`src/rtl/bp_pkg.sv`:
```
// Shared types and defaults for the branch predictor slice.
// Holds the in-flight queue entry layout, the 2-bit saturating counter type
// and its update function. Entry fields are sized to the widest supported
// configuration (PC_W <= 16, HIST_W <= 8). The top stores narrower values in
// the low bits of each field.
package bp_pkg;

    localparam int BP_QUEUE_DEPTH = 4;
    localparam int BP_HIST_W      = 3;
    localparam int BP_PC_W        = 10;

    // Widest PC and history that a queue entry can carry.
    localparam int ENT_PC_MAX_W   = 16;
    localparam int ENT_HIST_MAX_W = 8;

    typedef logic [1:0] ctr_t;

    localparam ctr_t CTR_WEAK_NT = 2'b01;

    typedef struct packed {
        logic [ENT_PC_MAX_W-1:0]   pc;
        logic [ENT_HIST_MAX_W-1:0] idx;
        logic                      hit;
        logic                      pred;
    } bp_entry_t;

    // Saturating 2-bit counter: move towards 3 on taken, towards 0 on not-taken.
    function automatic ctr_t ctr_update(input ctr_t c, input logic taken);
        ctr_t r;
        if (taken) begin
            r = (c == 2'b11) ? c : c + 2'b01;
        end else begin
            r = (c == 2'b00) ? c : c - 2'b01;
        end
        return r;
    endfunction

endpackage

```
`src/rtl/bp_queue.sv`:
```
// In-order FIFO of in-flight branches for the predictor.
// Supports push, pop and flush. A flush discards every entry at the edge
// (count=0, head moves onto tail) and drops a push in the same cycle.
// A push and a pop together are accepted even when the queue is full.
// The head entry is visible combinationally on head_data.
module bp_queue
    import bp_pkg::*;
#(
    parameter int DEPTH = BP_QUEUE_DEPTH
) (
    input  logic      clk,
    input  logic      rst,
    input  logic      push,
    input  logic      pop,
    input  logic      flush,
    input  bp_entry_t push_data,
    output bp_entry_t head_data,
    output logic      full,
    output logic      empty
);

    localparam int PTR_W = $clog2(DEPTH);
    localparam int CNT_W = PTR_W + 1;

    logic [PTR_W-1:0] head_q, head_d;
    logic [PTR_W-1:0] tail_q, tail_d;
    logic [CNT_W-1:0] count_q, count_d;
    bp_entry_t        mem_q [DEPTH];

    logic do_push;
    logic do_pop;

    assign full      = (count_q == CNT_W'(DEPTH));
    assign empty     = (count_q == '0);
    assign head_data = mem_q[head_q];

    // Accept/flush decisions and next pointer and count values.
    always_comb begin
        do_pop  = pop && !empty;
        do_push = push && !flush && (!full || do_pop);
        head_d  = head_q + PTR_W'(do_pop);
        tail_d  = tail_q + PTR_W'(do_push);
        count_d = count_q + CNT_W'(do_push) - CNT_W'(do_pop);
        if (flush) begin
            // The push is dropped, so tail stays where it is and head joins it.
            head_d  = tail_q;
            tail_d  = tail_q;
            count_d = '0;
        end
    end

    // Pointer and occupancy state.
    always_ff @(posedge clk or negedge rst) begin
        if (!rst) begin
            head_q  <= '0;
            tail_q  <= '0;
            count_q <= '0;
        end else begin
            head_q  <= head_d;
            tail_q  <= tail_d;
            count_q <= count_d;
        end
    end

    // Entry storage. Slots are only read while the count marks them valid, so they need no reset.
    always_ff @(posedge clk) begin
        if (do_push) begin
            mem_q[tail_q] <= push_data;
        end
    end

endmodule

```
`src/rtl/branch_predictor.sv`:
```
// Two-level branch predictor with a 2-bit-counter pattern history table.
// The history comes from an external history cache.
// Each fetched conditional branch is predicted combinationally and queued.
// When it resolves, it trains the PHT, writes the history cache, and flushes
// the queue if the prediction was wrong.
// Optional feature: define BP_PC_HASH_EN to index the PHT with
// read_history XOR the low PC bits (gshare-style).
module branch_predictor
    import bp_pkg::*;
#(
    parameter int QUEUE_DEPTH = BP_QUEUE_DEPTH,
    parameter int HIST_W      = BP_HIST_W,
    parameter int PC_W        = BP_PC_W
) (
    input  logic              clk,
    input  logic              rst,
    input  logic              fetch_valid,
    input  logic              fetch_branch,
    input  logic [PC_W-1:0]   fetch_pc,
    input  logic              read_hit,
    input  logic [HIST_W-1:0] read_history,
    input  logic              resolve_valid,
    input  logic              resolve_taken,
    output logic              predict_taken,
    output logic              stall,
    output logic              mispredict,
    output logic              cache_we,
    output logic              cache_branch_taken,
    output logic [PC_W-1:0]   cache_update_pc,
    output logic              resolve_err
);

    localparam int PHT_N = 1 << HIST_W;

    logic [HIST_W-1:0] idx;
    ctr_t              pht_q [PHT_N];
    ctr_t              pht_d [PHT_N];

    bp_entry_t         push_data;
    bp_entry_t         head;
    logic              q_full;
    logic              q_empty;
    logic              pop;
    logic              mismatch;
    logic              push_req;
    logic [HIST_W-1:0] head_idx;
    logic [PC_W-1:0]   head_pc;

    logic              mispredict_q, mispredict_d;
    logic              cache_we_q, cache_we_d;
    logic              cache_taken_q, cache_taken_d;
    logic [PC_W-1:0]   cache_pc_q, cache_pc_d;
    logic              resolve_err_q, resolve_err_d;

    // The entry fields are sized for the widest configuration. Fold the whole head into one bit so that the unread upper bits stay visible.
    logic              unused_head_bits;

    // PHT index for the current fetch.
    always_comb begin
`ifdef BP_PC_HASH_EN
        idx = read_history ^ fetch_pc[HIST_W-1:0];
`else
        idx = read_history;
`endif
    end

    // Prediction is static not-taken unless this is a branch that hits in the history cache.
    assign predict_taken = read_hit && fetch_branch && pht_q[idx][1];
    assign stall         = q_full;

    // Resolve, mismatch and push decisions for this cycle.
    always_comb begin
        pop      = resolve_valid && !q_empty;
        mismatch = pop && (resolve_taken != head.pred);
        push_req = fetch_valid && fetch_branch && !mismatch && (!q_full || pop);
        head_idx = head.idx[HIST_W-1:0];
        head_pc  = head.pc[PC_W-1:0];
    end

    assign unused_head_bits = ^head;

    // Pack the fetched branch into a queue entry.
    always_comb begin
        push_data                  = '0;
        push_data.pc[PC_W-1:0]     = fetch_pc;
        push_data.idx[HIST_W-1:0]  = idx;
        push_data.hit              = read_hit;
        push_data.pred             = predict_taken;
    end

    bp_queue #(
        .DEPTH (QUEUE_DEPTH)
    ) u_queue (
        .clk       (clk),
        .rst       (rst),
        .push      (push_req),
        .pop       (pop),
        .flush     (mismatch),
        .push_data (push_data),
        .head_data (head),
        .full      (q_full),
        .empty     (q_empty)
    );

    // PHT training from the resolving head. Entries that missed in the history cache do not train.
    always_comb begin
        pht_d = pht_q;
        if (pop && head.hit) begin
            pht_d[head_idx] = ctr_update(pht_q[head_idx], resolve_taken);
        end
    end

    // PHT state, initialised to weak not-taken.
    always_ff @(posedge clk or negedge rst) begin
        if (!rst) begin
            for (int i = 0; i < PHT_N; i++) begin
                pht_q[i] <= CTR_WEAK_NT;
            end
        end else begin
            pht_q <= pht_d;
        end
    end

    // Next values of the registered resolve-side outputs.
    always_comb begin
        mispredict_d  = mismatch;
        cache_we_d    = pop;
        cache_taken_d = pop ? resolve_taken : cache_taken_q;
        cache_pc_d    = pop ? head_pc : cache_pc_q;
        resolve_err_d = resolve_err_q || (resolve_valid && q_empty);
    end

    // Registered resolve-side outputs.
    always_ff @(posedge clk or negedge rst) begin
        if (!rst) begin
            mispredict_q  <= 1'b0;
            cache_we_q    <= 1'b0;
            cache_taken_q <= 1'b0;
            cache_pc_q    <= '0;
            resolve_err_q <= 1'b0;
        end else begin
            mispredict_q  <= mispredict_d;
            cache_we_q    <= cache_we_d;
            cache_taken_q <= cache_taken_d;
            cache_pc_q    <= cache_pc_d;
            resolve_err_q <= resolve_err_d;
        end
    end

    assign mispredict         = mispredict_q;
    assign cache_we           = cache_we_q;
    assign cache_branch_taken = cache_taken_q;
    assign cache_update_pc    = cache_pc_q;
    assign resolve_err        = resolve_err_q;

endmodule

```
`config.mk`:
```
export PLATFORM = sky130hd
export DESIGN_NAME = branch_predictor
export DESIGN_NICKNAME = d
export VERILOG_FILES = /design/src/rtl/bp_pkg.sv /design/src/rtl/bp_queue.sv /design/src/rtl/branch_predictor.sv
export SDC_FILE = /design/constraint.sdc
export NUM_CORES = 1
export LEC_CHECK = 0
export CORE_UTILIZATION = 50
export CTS_CLUSTER_SIZE = 20
export DETAILED_ROUTE_END_ITERATION = 8
export GPL_TIMING_DRIVEN = 0
export HOLD_SLACK_MARGIN = 0.12
export PLACE_DENSITY = 0.8
export SLEW_MARGIN = 0
export SYNTH_ARGS = -nofsm -noshare
export SYNTH_HDL_FRONTEND = slang
export SYNTH_SLANG_ARGS = --single-unit
```
`constraint.sdc`:
```
create_clock -name clk -period 4.3 [get_ports clk]
set_clock_uncertainty 0.1 [all_clocks]
set_input_delay 1.075 -clock clk [delete_from_list [all_inputs] [get_ports clk]]
set_output_delay 1.075 -clock clk [all_outputs]
set_load 0.02 [all_outputs]
```
==> summary.md, run 1 <==
| Metric | Value |
|---|---|
| Worst-path fanout max | `6` |
| Largest net degree at the start of global routing | `38` |
| Net Count, Synth | `243` |
| GRT overflow | `0` |
| Clock latency on the worst-skew pair | `between 300 and 400 ps` |
| First-pass GRT wire length | `~11 mm` |
| Sequential Power Share | `0.443` |
| Sw Ratio | `0.3160` |
| Mux cell area share after synthesis | `0.2019` |
| Placed cell area | `4453 um^2` |
| Clock transition at the registers of the reported paths | `90 ps` |
| Std cell rows | `32` |
| Worst Tran Pin Value | `877.5 ps` |
| YS warnings | `0` |
| Initial antenna violation count | `0` |
| Final worst-path cycle share | `0.9446` |
| Initial Util | `0.5151` |
| Clock buffer depth | `2` |
| CTS resizes | `0` |
| TritonCTS Buffers | `9` |
| Register-to-Register Path Depth | `13` |
| Mapped Cells | `218` |
| CTS sink cnt | `97` |
| Max rail drop VDD | `203.9 uV` |
| Seq cells post-synth | `97` |
| Vias/cell | `5.344` |
| Total track usage | `0.1783` |
| Port-buffer cells | `35` |
| IO Pins | `36` |
| # Max-Cap Violations | `0` |
| Post-layout util | `0.6069` |
| Remaining antenna violation count | `0` |
| Cell Int Power | `2.084 mW` |
| Hold Buf Count CTS | `0` |
| DR WL/cell | `about 17 um` |
| Main combinational cell family by area after synthesis | `multiplexers` |
| DRC violations left | `0` |
| Core area | `7687 um^2` |
| Fin nets | `290` |
| Postcts setup bufs | `0` |
| Dominant synthesized flop cell | `edfxtp_1` |
| Sw Pwr | `963.0 uW` |
| Routed WL | `around 6.5 mm` |
| Async SR Flop Fraction | `0.3814` |
| CTS tree | `built` |
| Commonest non-fill, non-tap cell in the layout | `edfxtp_1` |
| Worst hold path class | `reg2reg` |
| Post-synth EDFFs | `60` |
| Outcome | `completed` |
| Synth Area in Simple Gates | `0.04329` |
| Setup CP Type | `in2out` |
| Static leakage | `between 1.5 and 2 nW` |
| Worst setup SP type | `input pin` |
| Drt pass-1 iters | `4` |
| Adder-cell area share of the yosys netlist | `0.02338` |
| RSZ-0062 raised after global routing | `false` |
| Final Critical Period | `4062 ps` |
| Clk pwr share | `0.200` |
| Synth Area in Compound Gates | `0.01390` |
| Synthesized area | `3960 um^2` |
| DP Wirelength | `~4.3 mm` |
| Hold-critical path depth | `1` |
| WP data arrival | `roughly 2900 ps` |
| XOR/XNOR share of the synthesized area | `0.01106` |
| Fin. Hold Viols | `0` |
| Total Power | `3.047 mW` |
| Share of layout cells above drive strength 1 | `0.3000` |
| Worst EP required | `3120 ps` |
| Register area share after synthesis | `0.6913` |
| Max Transition Viols Final | `0` |
| Most frequent cells in the layout | `edfxtp_1 (60), clkdlybuf4s50_1 (33), mux2_2 (29), dfrtp_1 (29), mux4_2 (17)` |
| Unique masters post-synth | `30` |
| CTS Root Cell | `clkbuf_8` |
| H-tree depth | `3` |
| GP Congestion | `approximately 0.82` |
| Syn Area/Cell | `18.17 um^2` |
| Max transition margin | `0.4144` |
| # diodes | `0` |
| Die ar. | `8280 um^2` |
| Die W | `91.00 um` |
| Final Hold Slack | `367.2 ps` |
| Vias in the first global route | `2122` |
| Worst setup EP type | `output port` |
| Syn-to-layout area delta | `17.82%` |
| Fmax | `246.2 MHz` |
| Comb power frac | `0.357` |
| Design area | `4666 um^2` |
| PD cells | `653.1 nW/um^2` |
| Via count | `1988` |
| Setup violations, final | `0` |
| Initial drt markers | `58` |
| Die height | `roughly 90 um` |
==> worst paths after layout <==
kind | start | slack, ps | endpoint
worst max-delay path | read_history[1] | 240 | predict_taken
worst min-delay path | resolve_err | 370 | resolve_err
worst max register to register | u_queue.count_q[1] | 970 | u_queue.count_q[2]
worst min register to register | resolve_err | 370 | resolve_err
max in group asynchronous | rst | 2860 | pht_q[1]
min in group asynchronous | rst | 700 | u_queue.count_q[2]
==> sequential cells by signal, summed over array words and instances, names as in the netlist <==
register and flops:
u_queue.mem_q 60, cache_update_pc 10, cache_we 1, cache_branch_taken 1, u_queue.tail_q 2, u_queue.head_q 2, mispredict 1, u_queue.count_q 3
resolve_err 1, pht_q 16
==> worst max-delay path, stage by stage <==
cell and delay [ps]:
clkdlybuf4s50_1 590, mux4_2 230, mux2i_1 70, nor2_1 260, clkdlybuf4s50_1 660
==> power by group through the flow <==
stage | registers, mW | clock network (mW) | logic, mW
floorplan | 1.41 | 0 | 0.710
global placement | 1.36 | 0 | 1.06
detailed placement | 1.37 | 0 | 1.10
CTS | 1.35 | 0.622 | 1.11
global route | 1.38 | 0.652 | 1.20
finish | 1.35 | 0.609 | 1.09
==> Yosys cell counts, drive strengths merged (3+ instances only) <==
master / count / share of area
edfxtp: 60 / 0.45
dfrtp: 29 / 0.18
mux2: 29 / 0.082
mux4: 17 / 0.097
nor2: 10 / 0.0095
mux2i: 9 / 0.023
dfstp: 8 / 0.053
nand2: 7 / 0.0066
nand2b: 6 / 0.0095
inv: 5 / 0.0047
clkbuf: 4 / 0.0038
ha: 4 / 0.013
nor2b: 4 / 0.0063
xnor2: 4 / 0.0088
buf: 3 / 0.0066
or2: 3 / 0.0047
==> final cells by class <==
type | count | area (um^2)
buffer | 7 | 41.29
timing repair buffer | 36 | 362.8
clock buffer | 9 | 123.9
tap | 102 | 127.6
inverter | 5 | 18.77
clock inverter | 7 | 81.33
fill | 576 | 3022
multi-input combinational | 109 | 1172
sequential | 97 | 2738
==> per-layer routing <==
layer / up-vias / wire length, um / GRT usage / share of wire
met5: - / 0 / 0 / 0
met4: 0 / 159 / 0.09524 / 0.024
met3: 12 / 201 / 0.03601 / 0.031
met2: 39 / 3287 / 0.2955 / 0.51
met1: 1015 / 2847 / 0.2223 / 0.44
li1: 922 / - / - / -
==> through the flow <==
| step | worst slack (ps) | cells | TNS, ps |
|---|---|---|---|
| 2_1_floorplan | 643.9 | 218 | 0 |
| 4_1_cts | 59.79 | 372 | 0 |
| 6_report | 238.2 | 372 | 0 |
| 3_5_place_dp | -133.5 | 356 | -3424 |
| 3_3_place_gp | -851.6 | 355 | -13530 |
| 5_1_grt | 125.2 | 372 | 0 |
==> cell families (layout without fill, tap and decap cells) <==
| group | count (synthesis) | count (layout) |
|---|---|---|
| adder cells (fa/ha/maj) | 7 | 7 |
| multiplexers | 55 | 55 |
| AO/OA/AOI/OAI | 8 | 8 |
| flip-flops | 97 | 97 |
| XOR/XNOR | 5 | 5 |
| AND/OR/NAND/NOR | 34 | 34 |
| buffers and inverters | 12 | 64 |
(Power assumes the default switching activity.)
==> run 2: changes to the inputs <==
--- a/config.mk
+++ b/config.mk
@@ -5,12 +5,11 @@
 export SDC_FILE = /design/constraint.sdc
 export NUM_CORES = 1
 export LEC_CHECK = 0
-export CORE_UTILIZATION = 50
+export CORE_UTILIZATION = 57
 export CTS_CLUSTER_SIZE = 20
 export DETAILED_ROUTE_END_ITERATION = 8
-export GPL_TIMING_DRIVEN = 0
 export HOLD_SLACK_MARGIN = 0.12
-export PLACE_DENSITY = 0.8
+export PLACE_DENSITY = 0.88
 export SLEW_MARGIN = 0
 export SYNTH_ARGS = -nofsm -noshare
 export SYNTH_HDL_FRONTEND = slang
==> run 2 against run 1 <==
  * The flow now finishes with violations (DRC)
  * Hold slack improved by 13 ps
  * Cell area fell by 1.2%
  * Clock power fell by 18%
  * Worst setup slack got worse by 180 ps
  * Clock-buffer cell count rose by 2
  * Routed wire length rose by 3.0%
  * Die area fell by 12%
  * Sequential share of layout area rose by 0.73 points
  * Via count rose by 3.1%
  * Largest power group unchanged
==> summary.md, run 2 (synthesized netlist as in run 1, its figures left out) <==
| Metric | Value |
|---|---|
| Clock buffer depth | `2 (unchanged)` |
| Violated checks | `DRC` |
| Met3 Use GR | `0.03307 (-0.002939)` |
| Slowest cell delay on critical path | `590 ps (-70 ps)` |
| Initial antenna violation count | `0 (unchanged)` |
| WHS Endpoint | `resolve_err` |
| Vias/cell | `5.824 (+9.0%)` |
| Worst setup EP type | `output port` |
| Initial drt markers | `115 (+98%)` |
| Outcome | `finished with violations` |
| Fin nets | `292 (+0.69%)` |
| Place WS | `73.23 ps (+206.8 ps)` |
| Syn-to-layout area delta | `16.37%` |
| CTS sink cnt | `97 (unchanged)` |
| TritonCTS Buffers | `9 (unchanged)` |
| Reg2Reg Setup Slack | `1170 ps (+200 ps)` |
| Max transition margin | `0.4338 (+0.01940)` |
| CTS Root Cell | `clkbuf_8` |
| First-pass GRT wire length | `10.70 mm (-0.76%)` |
| WP data arrival | `3070 ps (+180 ps)` |
| Die ar. | `7285 um^2 (-12%)` |
| Max Transition Viols Final | `0 (unchanged)` |
| # diodes | `0 (unchanged)` |
| CTS tree | `built` |
| Max rail drop VDD | `313.7 uV (+54%)` |
| Crit-path cells | `clkdlybuf4s50_1 > mux4_2 > mux2i_1 > nor2_1 > clkdlybuf4s50_1` |
| Most frequent cells in the layout | `edfxtp_1 (60), clkdlybuf4s50_1 (34), mux2_2 (29), dfrtp_1 (29), mux4_2 (17)` |
| Total track usage | `0.2035 (+0.02514)` |
| Die height | `85.35 um (-6.2%)` |
| Hold Buf Count CTS | `0 (unchanged)` |
| Via count | `2050 (+3.1%)` |
| DRC violations left | `2 (+2)` |
| Min setup slack post-route | `54.77 ps (-183.4 ps)` |
| Worst hold path class | `reg2reg` |
| Remaining antenna violation count | `0 (unchanged)` |
| Placed cell area | `4444 um^2 (-0.20%)` |
| H-tree depth | `3 (unchanged)` |
| Worst EP required | `3120 ps (about the same)` |
| Share of layout cells above drive strength 1 | `0.3051 (+0.005147)` |
| CP most frequent cell | `clkdlybuf4s50_1` |
| Commonest non-fill, non-tap cell in the layout | `edfxtp_1` |
| Worst-path fanout max | `5 (-1)` |
| Fmax | `235.6 MHz (-4.3%)` |
| Max FFs per register | `60 (unchanged)` |
| Vias in the first global route | `2137 (+0.71%)` |
| Port-buffer cells | `35 (unchanged)` |
| Capturing point of the worst reg2reg path | `pht_q[13]` |
| PD cells | `639.1 nW/um^2 (-2.1%)` |
| Setup violations, final | `0 (unchanged)` |
| Largest net degree at the start of global routing | `38 (unchanged)` |
| # Max-Cap Violations | `0 (unchanged)` |
| CTS resizes | `0 (unchanged)` |
| Fin Setup TNS | `0 ps (unchanged)` |
| GP Congestion | `0.8398 (+2.6%)` |
| Clock latency on the worst-skew pair | `340 ps (-30 ps)` |
| Filler Cells Inserted | `450 (-22%)` |
| Static leakage | `1.695 nW (-0.43%)` |
| Postcts setup bufs | `0 (unchanged)` |
| Top reg by flops | `u_queue.mem_q` |
| Drt pass-1 iters | `6 (+2)` |
| Met2 usage in global routing | `0.3570 (+0.06158)` |
| Worst setup SP type | `input pin` |
| IO Pins | `36 (unchanged)` |
| Die W | `85.35 um (-6.2%)` |
| DP Wirelength | `4.570 mm (+5.4%)` |
| Design area | `4608 um^2 (-1.2%)` |
| Routed WL | `6.690 mm (+3.0%)` |
| Final Critical Period | `4245 ps (+183.4 ps)` |
| Hold_sp | `resolve_err` |
| DR WL/cell | `19.01 um (+8.8%)` |
| RSZ-0062 raised after global routing | `false` |
| Clock transition at the registers of the reported paths | `90 ps (about the same)` |
| Std cell rows | `30 (-6.3%)` |
| CP max-delay cell | `clkdlybuf4s50_1` |
| Initial Util | `0.5861 (+0.07097)` |
| Total Power | `2.945 mW (-3.4%)` |
| Hold-critical path depth | `1 (unchanged)` |
| Global Route met1 Usage | `0.2507 (+0.02841)` |
| Core area | `6756 um^2 (-12%)` |
| GRT overflow | `0 (unchanged)` |
| Setup CP Type | `in2out` |
| Final Hold Slack | `380.5 ps (+13.36 ps)` |
| Register-to-Register Path Depth | `7 (-6)` |
| Final worst-path cycle share | `0.9873 (+0.04265)` |
| Most Crowded Layer GR | `met2` |
| RR Startpoint | `u_queue.head_q[0]` |
| Fin. Hold Viols | `0 (unchanged)` |
| Worst Tran Pin Value | `849.3 ps (-28.16 ps)` |
run 2: layer usage:
metal	share of wire	vias to the layer above
li1	-	926
met1	0.41	1064
met2	0.54	50
met3	0.031	10
met4	0.018	0
met5	0	-
run 2: where the power goes:
group / switching (mW) / leakage [nW] / internal, mW
Clock: 0.289 / 0.0770 / 0.209
Combinational: 0.515 / 0.633 / 0.569
Sequential: 0.130 / 0.984 / 1.23
Total: 0.934 / 1.69 / 2.01
run 2: how the worst max path moves through the flow:
| stage | startpoint | endpoint | slack, ps | depth (start not counted) |
|---|---|---|---|---|
| finish | read_history[0] | predict_taken | 50 | 5 |
| detailed placement | read_history[0] | predict_taken | 70 | 5 |
| floorplan | resolve_valid | u_queue.mem_q[0][0] | 640 | 5 |
| global placement | read_history[0] | predict_taken | 150 | 5 |
| CTS | read_history[0] | predict_taken | 70 | 5 |
| global route | read_history[0] | predict_taken | 30 | 5 |
run 2: worst max-delay path, delay by kind of cell:
| kind | cells | cell delay, ps |
|---|---|---|
| buffers and inverters | 2 | 1130 |
| muxes | 2 | 730 |
| and+or+nand+nor | 1 | 130 |
run 2: layout make-up:
class	instances	area, um^2	share of cell area
clock buffers	11	131.4	0.02851
clock inverters	5	32.53	0.007059
inverters	5	18.77	0.004073
multi-input cells	109	1167	0.2533
flip-flops and latches	97	2738	0.5941
well taps	80	100.1	0.02172
repair buffers	45	420.4	0.09123
run 2: stage by stage:
stage | std cells | util
2_1_floorplan | 218 | -
3_3_place_gp | 336 | 0.6578
3_5_place_dp | 336 | 0.6578
4_1_cts | 352 | 0.6820
5_1_grt | 352 | 0.6820
6_report | 352 | 0.6820
==> run 3: changes to the inputs <==
--- a/config.mk
+++ b/config.mk
@@ -9,7 +9,7 @@
 export CTS_CLUSTER_SIZE = 20
 export DETAILED_ROUTE_END_ITERATION = 8
 export HOLD_SLACK_MARGIN = 0.12
-export PLACE_DENSITY = 0.88
+export PLACE_DENSITY = 0.81
 export SLEW_MARGIN = 0
 export SYNTH_ARGS = -nofsm -noshare
 export SYNTH_HDL_FRONTEND = slang
==> run 3 against run 2 <==
  * The flow now finishes without violations
  * Register-to-register slack is essentially flat
  * Worst setup slack gained 370 ps
  * Flip-flop and latch count is the same
  * Fmax grew 9.5%
  * Sequential share of layout area shrank 1.0 points
  * Routed wire length shrank 4.2%
  * Sequential power is essentially flat
  * First-iteration DRC count shrank 23%
  * Combinational power is essentially flat
  * Clock-buffer cell count shrank 2
  * Final cell count shrank 0.28%
  * Utilization grew 1.2 points
  * Largest power group unchanged
==> summary.md, run 3 (synthesized netlist as in run 1, its figures left out) <==
| Metric | Value |
|---|---|
| Design area | `4687 um^2 (+1.7%)` |
| Share of layout cells above drive strength 1 | `0.3137 (+0.008506)` |
| # diodes | `0 (unchanged)` |
| CP max-delay cell | `clkdlybuf4s50_1` |
| Die ar. | `7285 um^2 (unchanged)` |
| Slowest cell delay on critical path | `550 ps (-40 ps)` |
| CTS sink cnt | `97 (unchanged)` |
| Capturing point of the worst reg2reg path | `u_queue.mem_q[1][1]` |
| CTS tree | `built` |
| Worst EP required | `3120 ps (about the same)` |
| Worst setup SP type | `input pin` |
| Die W | `85.35 um (unchanged)` |
| Clock buffer depth | `2 (unchanged)` |
| Initial antenna violation count | `0 (unchanged)` |
| Buffers & Inverters on Critical Path | `2 (unchanged)` |
| Post-layout util | `0.6937 (+0.01167)` |
| Die height | `85.35 um (unchanged)` |
| First-pass GRT wire length | `10.49 mm (-1.9%)` |
| Worst setup EP type | `output port` |
| WHS Endpoint | `resolve_err` |
| DR WL/cell | `18.25 um (-4.0%)` |
| Top reg by flops | `u_queue.mem_q` |
| Commonest non-fill, non-tap cell in the layout | `edfxtp_1` |
| Drt pass-1 iters | `4 (-2)` |
| GRT overflow | `0 (unchanged)` |
| Total track usage | `0.1984 (-0.005003)` |
| Static leakage | `1.751 nW (+3.3%)` |
| GP Congestion | `0.8405 (about the same)` |
| Clock latency on the worst-skew pair | `350 ps (about the same)` |
| Vias in the first global route | `2160 (+1.1%)` |
| IO Pins | `36 (unchanged)` |
| Final Hold Slack | `359.9 ps (-20.69 ps)` |
| Placed cell area | `4437 um^2 (-0.17%)` |
| Std cell rows | `30 (unchanged)` |
| DP Wirelength | `4.199 mm (-8.1%)` |
| Fmax | `257.8 MHz (+9.5%)` |
| DRC violations left | `0 (-2)` |
| Via count | `1987 (-3.1%)` |
| CTS Root Cell | `clkbuf_8` |
| Fin nets | `291 (-0.34%)` |
| Fin. Hold Viols | `0 (unchanged)` |
| RSZ-0062 raised after global routing | `false` |
| Delay-heaviest family, CP | `buffers and inverters` |
| Max transition margin | `0.3937 (-0.04012)` |
| Hold-critical path depth | `1 (unchanged)` |
| H-tree depth | `3 (unchanged)` |
| Place WS | `105.7 ps (+32.50 ps)` |
| Vias/cell | `5.661 (-2.8%)` |
| Total Power | `3.131 mW (+6.3%)` |
| Outcome | `completed` |
| Initial drt markers | `89 (-23%)` |
| PD cells | `667.9 nW/um^2 (+4.5%)` |
| Max rail drop VDD | `272.5 uV (-13%)` |
| Clock transition at the registers of the reported paths | `80 ps (about the same)` |
| WP data arrival | `2700 ps (-370 ps)` |
| Core area | `6756 um^2 (unchanged)` |
| # Max-Cap Violations | `0 (unchanged)` |
| Worst Tran Pin Value | `909.5 ps (+60.17 ps)` |
| RR Startpoint | `u_queue.head_q[1]` |
| Dpl cells | `335 (-0.30%)` |
| Non-filler cells, final | `351 (-0.28%)` |
| Worst hold path class | `reg2reg` |
| Fin Setup TNS | `0 ps (unchanged)` |
| Syn-to-layout area delta | `18.36%` |
| Reg2Reg Setup Slack | `1180 ps (about the same)` |
| Postcts setup bufs | `0 (unchanged)` |
| Port-buffer cells | `35 (unchanged)` |
| Max Transition Viols Final | `0 (unchanged)` |
| Most frequent cells in the layout | `edfxtp_1 (60), clkdlybuf4s50_1 (33), mux2_2 (29), dfrtp_1 (29), mux4_2 (17)` |
| Launch point of the critical path | `read_history[0]` |
| Largest net degree at the start of global routing | `38 (unchanged)` |
| Register-to-Register Path Depth | `8 (+1)` |
| Max FFs per register | `60 (unchanged)` |
| Final worst-path cycle share | `0.9020 (-0.08525)` |
| Initial Util | `0.5861 (unchanged)` |
| Final Critical Period | `3879 ps (-366.6 ps)` |
| Crit-path cells | `clkdlybuf4s50_1 > mux4_2 > mux2i_1 > nor2_1 > dlymetal6s2s_1` |
| Min setup slack post-route | `421.3 ps (+366.6 ps)` |
| Remaining antenna violation count | `0 (unchanged)` |
| Routed WL | `6.407 mm (-4.2%)` |
| Setup violations, final | `0 (unchanged)` |
| Setup CP Type | `in2out` |
| Hold_sp | `resolve_err` |
| TritonCTS Buffers | `9 (unchanged)` |
| Worst-path fanout max | `5 (unchanged)` |
==> run 3: cell count changes in the layout (fill, tap and decap cells not counted), sizes merged <==
cell | before | now
bufinv | 0 | 3
clkbuf | 11 | 9
clkinv | 3 | 1
inv | 5 | 7
buf | 11 | 10
clkdlybuf4s50 | 34 | 33
clkinvlp | 2 | 1
dlymetal6s2s | 0 | 1
==> run 3: how the worst max path moves through the flow <==
| stage | slack (ps) | to | cells after the start |
|---|---|---|---|
| 2_1_floorplan | 640 | u_queue.mem_q[0][0] | 5 |
| 3_3_place_gp | 140 | predict_taken | 5 |
| 3_5_place_dp | 110 | predict_taken | 5 |
| 4_1_cts | 70 | predict_taken | 5 |
| 5_1_grt | 340 | predict_taken | 5 |
| 6_report | 420 | predict_taken | 5 |
==> run 3: repair_timing <==
item,4_1_cts,5_1_grt
hold buffers,0,0
gates resized for setup,0,1
setup endpoints to repair,0,1
==> run 3: final cells by class <==
type | instances | area [um^2]
timing repair buffer | 44 | 415.4
tap | 80 | 100.1
fill | 445 | 2069
clock inverter | 7 | 123.9
clock buffer | 9 | 123.9
multi-input combinational | 109 | 1167
inverter | 5 | 18.77
sequential | 97 | 2738
==> run 3: metal layers <==
layer	wire (um)	up-vias	track usage
met1	2781	1012	0.2517
met3	192	10	0.03502
met4	115	0	0.09545
met5	0	-	0
li1	-	923	-
met2	3318	42	0.3358
==> run 3: worst reg2reg max path: cells and delay by family, from the launching register on <==
family	cells	cell delay (ps)
AO/OA/AOI/OAI	1	620
XOR/XNOR	1	190
buffers and inverters	2	560
flip-flops	1	340
multiplexers	1	360
AND/OR/NAND/NOR	3	640
==> run 3: power breakdown <==
part	switching (mW)	internal [mW]
Combinational	0.509	0.566
Clock	0.318	0.391
Sequential	0.113	1.23
